## src/rtl/pipe_pkg.sv

```systemverilog
// Shared types and constants for the handshaked pipeline-stage register.
package pipe_pkg;

    // Occupancy of a pipeline stage: nothing held, main register held,
    // or main plus skid register held (skid variant only).
    typedef enum logic [1:0] {
        EMPTY = 2'd0,
        BUSY  = 2'd1,
        FULL  = 2'd2
    } pipe_state_t;

    localparam int PIPE_WIDTH_DEFAULT = 96;
    localparam int PIPE_CNT_W_DEFAULT = 16;

    // True when a stage in state s presents a beat downstream.
    function automatic logic holds_beat(input pipe_state_t s);
        return s != EMPTY;
    endfunction

endpackage

```

## src/rtl/sat_counter.sv

```systemverilog
// Saturating up-counter: counts cycles with inc high, sticks at all-ones,
// cleared only by the asynchronous active-low reset.
module sat_counter #(
    parameter int W = 16
) (
    input  logic         clk,
    input  logic         rst,
    input  logic         inc,
    output logic [W-1:0] count
);

    // Count qualified cycles and hold once the maximum value is reached.
    always_ff @(posedge clk or negedge rst) begin
        if (!rst) begin
            count <= '0;
        end else if (inc && (count != {W{1'b1}})) begin
            count <= count + 1'b1;
        end
    end

endmodule

```

## src/rtl/pipe_stage_skid.sv

```systemverilog
// Pipeline-stage register with valid/ready handshake, optional two-entry
// skid buffer, synchronous flush and a saturating back-pressure counter.
//
// Handshake: a beat moves across a side on a rising edge where that side's
// valid and ready are both high. The source keeps valid and data stable
// until that edge; ready never depends on valid on the same side. Flush
// wins over the upstream handshake: a beat offered during flush is dropped
// even if in_ready reads 1, while the downstream transfer still completes.
module pipe_stage_skid
    import pipe_pkg::*;
#(
    parameter int WIDTH = PIPE_WIDTH_DEFAULT,
    parameter bit SKID  = 1'b1,
    parameter int CNT_W = PIPE_CNT_W_DEFAULT
) (
    input  logic             clk,
    input  logic             rst,
    input  logic             flush,
    input  logic             in_valid,
    output logic             in_ready,
    input  logic [WIDTH-1:0] in_data,
    output logic             out_valid,
    input  logic             out_ready,
    output logic [WIDTH-1:0] out_data,
    output logic [CNT_W-1:0] stall_cycles,
    output pipe_state_t      state
);

    // State register shared by both datapath variants.
    pipe_state_t      state_q;
    logic [WIDTH-1:0] main_q;
    logic             valid_q;

    assign state     = state_q;
    assign out_valid = valid_q;
    assign out_data  = main_q;

    generate
        if (SKID) begin : gen_skid
            logic [WIDTH-1:0] skid_q;
            logic             ready_q;

            // Registered in_ready: low exactly while both entries are held.
            assign in_ready = ready_q;

            // Occupancy FSM with main/skid registers; bubbles are zero words.
            always_ff @(posedge clk or negedge rst) begin
                if (!rst) begin
                    state_q <= EMPTY;
                    main_q  <= '0;
                    skid_q  <= '0;
                    valid_q <= 1'b0;
                    ready_q <= 1'b1;
                end else if (flush) begin
                    state_q <= EMPTY;
                    main_q  <= '0;
                    skid_q  <= '0;
                    valid_q <= 1'b0;
                    ready_q <= 1'b1;
                end else begin
                    case (state_q)
                        EMPTY: begin
                            if (in_valid) begin
                                state_q <= BUSY;
                                main_q  <= in_data;
                                valid_q <= 1'b1;
                            end
                        end
                        BUSY: begin
                            if (in_valid && out_ready) begin
                                main_q <= in_data;
                            end else if (in_valid) begin
                                // Downstream stalled: park the new beat.
                                state_q <= FULL;
                                skid_q  <= in_data;
                                ready_q <= 1'b0;
                            end else if (out_ready) begin
                                state_q <= EMPTY;
                                main_q  <= '0;
                                valid_q <= 1'b0;
                            end
                        end
                        FULL: begin
                            if (out_ready) begin
                                state_q <= BUSY;
                                main_q  <= skid_q;
                                skid_q  <= '0;
                                ready_q <= 1'b1;
                            end
                        end
                        default: begin
                            state_q <= EMPTY;
                            main_q  <= '0;
                            skid_q  <= '0;
                            valid_q <= 1'b0;
                            ready_q <= 1'b1;
                        end
                    endcase
                end
            end
        end else begin : gen_single
            // Combinational in_ready: accept when empty or when the held
            // beat leaves on this same edge.
            assign in_ready = ~valid_q | out_ready;

            // Two-state FSM; the main register loads on every upstream transfer.
            always_ff @(posedge clk or negedge rst) begin
                if (!rst) begin
                    state_q <= EMPTY;
                    main_q  <= '0;
                    valid_q <= 1'b0;
                end else if (flush) begin
                    state_q <= EMPTY;
                    main_q  <= '0;
                    valid_q <= 1'b0;
                end else begin
                    case (state_q)
                        EMPTY: begin
                            if (in_valid) begin
                                state_q <= BUSY;
                                main_q  <= in_data;
                                valid_q <= 1'b1;
                            end
                        end
                        BUSY: begin
                            if (in_valid && out_ready) begin
                                main_q <= in_data;
                            end else if (out_ready) begin
                                state_q <= EMPTY;
                                main_q  <= '0;
                                valid_q <= 1'b0;
                            end
                        end
                        default: begin
                            state_q <= EMPTY;
                            main_q  <= '0;
                            valid_q <= 1'b0;
                        end
                    endcase
                end
            end
        end
    endgenerate

    // Back-pressure counter: one count per edge where a beat waits downstream.
    sat_counter #(
        .W(CNT_W)
    ) u_stall_cnt (
        .clk  (clk),
        .rst  (rst),
        .inc  (holds_beat(state_q) & ~out_ready),
        .count(stall_cycles)
    );

endmodule

```

## config.mk

```make
export PLATFORM = sky130hd
export DESIGN_NAME = pipe_stage_skid
export DESIGN_NICKNAME = d
export VERILOG_FILES = /design/src/rtl/pipe_pkg.sv /design/src/rtl/sat_counter.sv /design/src/rtl/pipe_stage_skid.sv
export SDC_FILE = /design/constraint.sdc
export NUM_CORES = 1
export LEC_CHECK = 0
export ABC_CLOCK_PERIOD_IN_PS = 1650
export BUFFER_PORTS_ARGS = -buffer_cell sky130_fd_sc_hd__buf_2
export CORE_MARGIN = 5
export CORE_UTILIZATION = 35
export CTS_CLUSTER_SIZE = 40
export DETAILED_ROUTE_END_ITERATION = 7
export GPL_ROUTABILITY_DRIVEN = 0
export HOLD_SLACK_MARGIN = 0.02
export PLACE_DENSITY_LB_ADDON = 0.12
export SETUP_SLACK_MARGIN = 0.15
export SYNTH_ARGS = -nofsm -noshare
export SYNTH_HDL_FRONTEND = slang
export SYNTH_HIERARCHICAL = 1
export SYNTH_SLANG_ARGS = --single-unit
```

## constraint.sdc

```tcl
create_clock -name clk -period 1.65 [get_ports clk]
set_input_delay 0.495 -clock clk [delete_from_list [all_inputs] [get_ports clk]]
set_output_delay 0.495 -clock clk [all_outputs]
set_load 0.01 [all_outputs]
```

==> impl_metrics.yaml <==
cts:
  clockBufferDepth: 3
  clock_latency_ps: 510
  clkTransAtPathRegs_ps: 60
  numCtsBuffers: 25
  cts_tree: "built"
  htreeDepth: 1
  clkSinkCount: 212
  root_buffer: "clkbuf_16"
yosys:
  syn_nets: 953
  synthFlopType: "dfrtp_1"
  synth_top_area_share_pct: 53.6
  synth-edff-count: 0
  async_flop_share_pct: 100
  avgSynthCellArea_um2: 11.6
  synth_warnings: 6
  seq_area_frac_synth_pct: 53.8
  ys_seq_elements: 212
  ys_types: 46
  ys_top_cells_by_area: "dfrtp_1, mux2i_1, a22oi_1, o2bb2ai_2, o2bb2ai_1"
  synth_cells: 851
  yosys.area.top_type: "dfrtp_1"
  syn-cell-area_um2: 9860
power_and_ir_drop:
  total_power_mw: 14.7
  p_per_area_nw_per_um2: 912
  power.leakage_nw: 7.82
  max-vdd-ir-drop_uv: 624
drt:
  route.antenna.remaining_nets: 0
  first_pass_iters: 4
  dr_total_vias: 8352
  viasPerCell: 5.00
  avgRoutedWirePerCell_um: 20.3
  drc: 0
  drt_iter0_drc: 337
  drt_wl_total_um: 33900
placed_design:
  port_buffers: 216
  dp.final_hpwl_um: 18100
  post-place-ws_ps: -129
  place_inst: 1446
die:
  die_h_um: 178
  start_util_pct: 35.5
  die-area_um2: 31600
  num_rows: 61
  die_w_um: 178
  io_pins: 217
  core_um2: 27800
final_layout:
  final-instance-count-excl-fill: 1669
  area_growth_pct: 63.7
  final-seq-area_um2: 5320
  drive_above_1_share_pct: 56.2
  diodes: 0
  nNetsFinal: 1378
  multi_input_area_um2: 4730
  final.fill_count: 2361
  layout_commonest_cell: "dfrtp_1"
  final_cell_mix: "dfrtp_1, buf_2, buf_4"
run_status:
  violations: "setup timing"
  outcome: "finished with violations"
worst_setup_path:
  cp_max_fo: 6
  slowest_delay_ps: 410
  critPathKind: "register to register"
  critPathArrivalTime_ps: 2130
  crit_chain: "buf_6 -> buf_6 -> nand2b_4 -> buf_6 -> nor2_4 -> buf_12 -> buf_12 -> clkbuf_16 -> nand2_2 -> mux2i_1"
  crit_path_top_delay_cell: "dfrtp_2"
  r2r-start: "state[0]"
  ff2ff_path_depth: 10
  crit_path_frequent_cell: "buf_6"
  r2r_slack_ps: -40
  r2r_end: "gen_skid.skid_q[28]"
  cp.required_ps: 2080
  crit_path_start_kind: "register"
  cp-end-kind: "register"
timing:
  report.final.slew_viol_count: 0
  min_period_ps: 1690
  fin_ws_ps: -44.3
  tightest_slew_ps: 321
  relSlewSlack_pct: 78.5
  fin_skew_ps: 11.9
  fin_crit_sh_pct: 103
  final-setup-viol-count: 68
  finalHoldViolCount: 0
  rsz0062_at_grt: "yes"
  fmax_mhz: 590
global_routing:
  grt_antenna_before_repair: 0
  grt_overflow_total: 0
  grt_usage_pct: 19.4
  grt_max_degree: 49
  grt_pass1_wl_um: 48900
  grt_pass1_vias: 8554
min_path:
  holdPathEnd: "gen_skid.skid_q[20]"
  min_path_cells: 3
  hold_path_class: "primary input to register"
  hp-start: "in_data[20]"
run:
  drv_cap: 0
-- power breakdown --
part / switching, mW / leakage [nW] / internal, mW
registers: 0.252 / 2.86 / 5.57
logic: 1.77 / 4.59 / 1.96
clock network: 2.17 / 0.363 / 3.00
total: 4.19 / 7.82 / 10.5
-- critical path, delay by kind of cell (launching register included) --
kind | cells | cell delay [ps]
buffers and inverters | 6 | 800
DFF | 1 | 410
muxes | 1 | 120
and+or+nand+nor | 3 | 270
-- cell type report --
class                   instances  area share (%)
clock buffers                  39            4.51
clock inverters                 3           0.109
inverters                      99            2.32
multi-input cells             474            29.3
flip-flops and latches        212            33.0
well taps                     378            2.93
repair buffers                464            27.9
-- kinds of logic (layout without fill, tap and decap cells) --
kind of cell               count (synthesis)  count (layout)  share of synthesized area, %
AOI/OAI and AO/OA                        215             215                          20.3
muxes                                    100             100                          10.3
adders and majority gates                  1               1                         0.127
buffers and inverters                    165             605                          7.41
xor gates and xnor gates                   8               8                         0.711
and+or+nand+nor                          150             150                          7.40
DFF                                      212             212                          53.8
-- registers in the layout, summed over array words and instances (netlist names) --
signal             flops
in_ready               1
gen_skid.skid_q       96
out_valid              1
out_data              96
state                  2
u_stall_cnt/count     16
-- per-layer routing --
| metal | wire length [um] | global-route usage [%] | vias up |
|---|---|---|---|
| li1 | - | - | 3872 |
| met1 | 14900 | 27.5 | 4218 |
| met5 | 0 | 0 | - |
| met2 | 16400 | 31.0 | 225 |
| met3 | 2140 | 4.26 | 37 |
| met4 | 429 | 3.90 | 0 |
-- synthesized netlist by cell type, types with 3 or more instances --
master,number
o21a_1,3
nand2_1,101
inv_1,98
nor2_1,12
mux2i_1,98
nand4_1,9
xnor2_1,6
nor2_2,3
clkbuf_1,22
a21oi_1,5
dfrtp_1,211
o2bb2ai_2,41
o2bb2ai_1,56
buf_2,32
a31oi_1,3
a22oi_1,96
buf_4,3
a21oi_2,3
nand2b_1,3
nand3_1,5
buf_6,8
-- stage by stage --
stage               util (%)  setup TNS, ps  area [um2]  hold WS, ps
detailed placement      43.7         -14900       12200          399
global route            58.1         -11620       16100          213
global placement        43.7         -10690       12200          399
CTS                     53.1           -550       14700          206
finish                  58.1          -1350       16100          234
floorplan                  -          -54.9       10100          199
-- how the worst max path moves through the flow --
| stage | startpoint | cells past startpoint | slack, ps | endpoint |
|---|---|---|---|---|
| after floorplan | out_ready | 6 | -2 | u_stall_cnt/count[15] |
| after global placement | out_ready | 7 | -150 | u_stall_cnt/count[5] |
| after detailed placement | out_ready | 8 | -130 | gen_skid.skid_q[1] |
| after CTS | state[1] | 2 | -50 | state[1] |
| after global routing | state[0] | 10 | -120 | gen_skid.skid_q[29] |
| final | state[0] | 10 | -40 | gen_skid.skid_q[28] |
-- repair_timing --
item	CTS	global route
setup buffers	112	31
hold buffers	1	0
pin swaps	10	103
cloned	18	19
resized for setup	99	177
endpoints found under the setup margin	316	325
endpoints found under the hold margin	26	0
No activity file was read; power rests on OpenSTA's default activity.
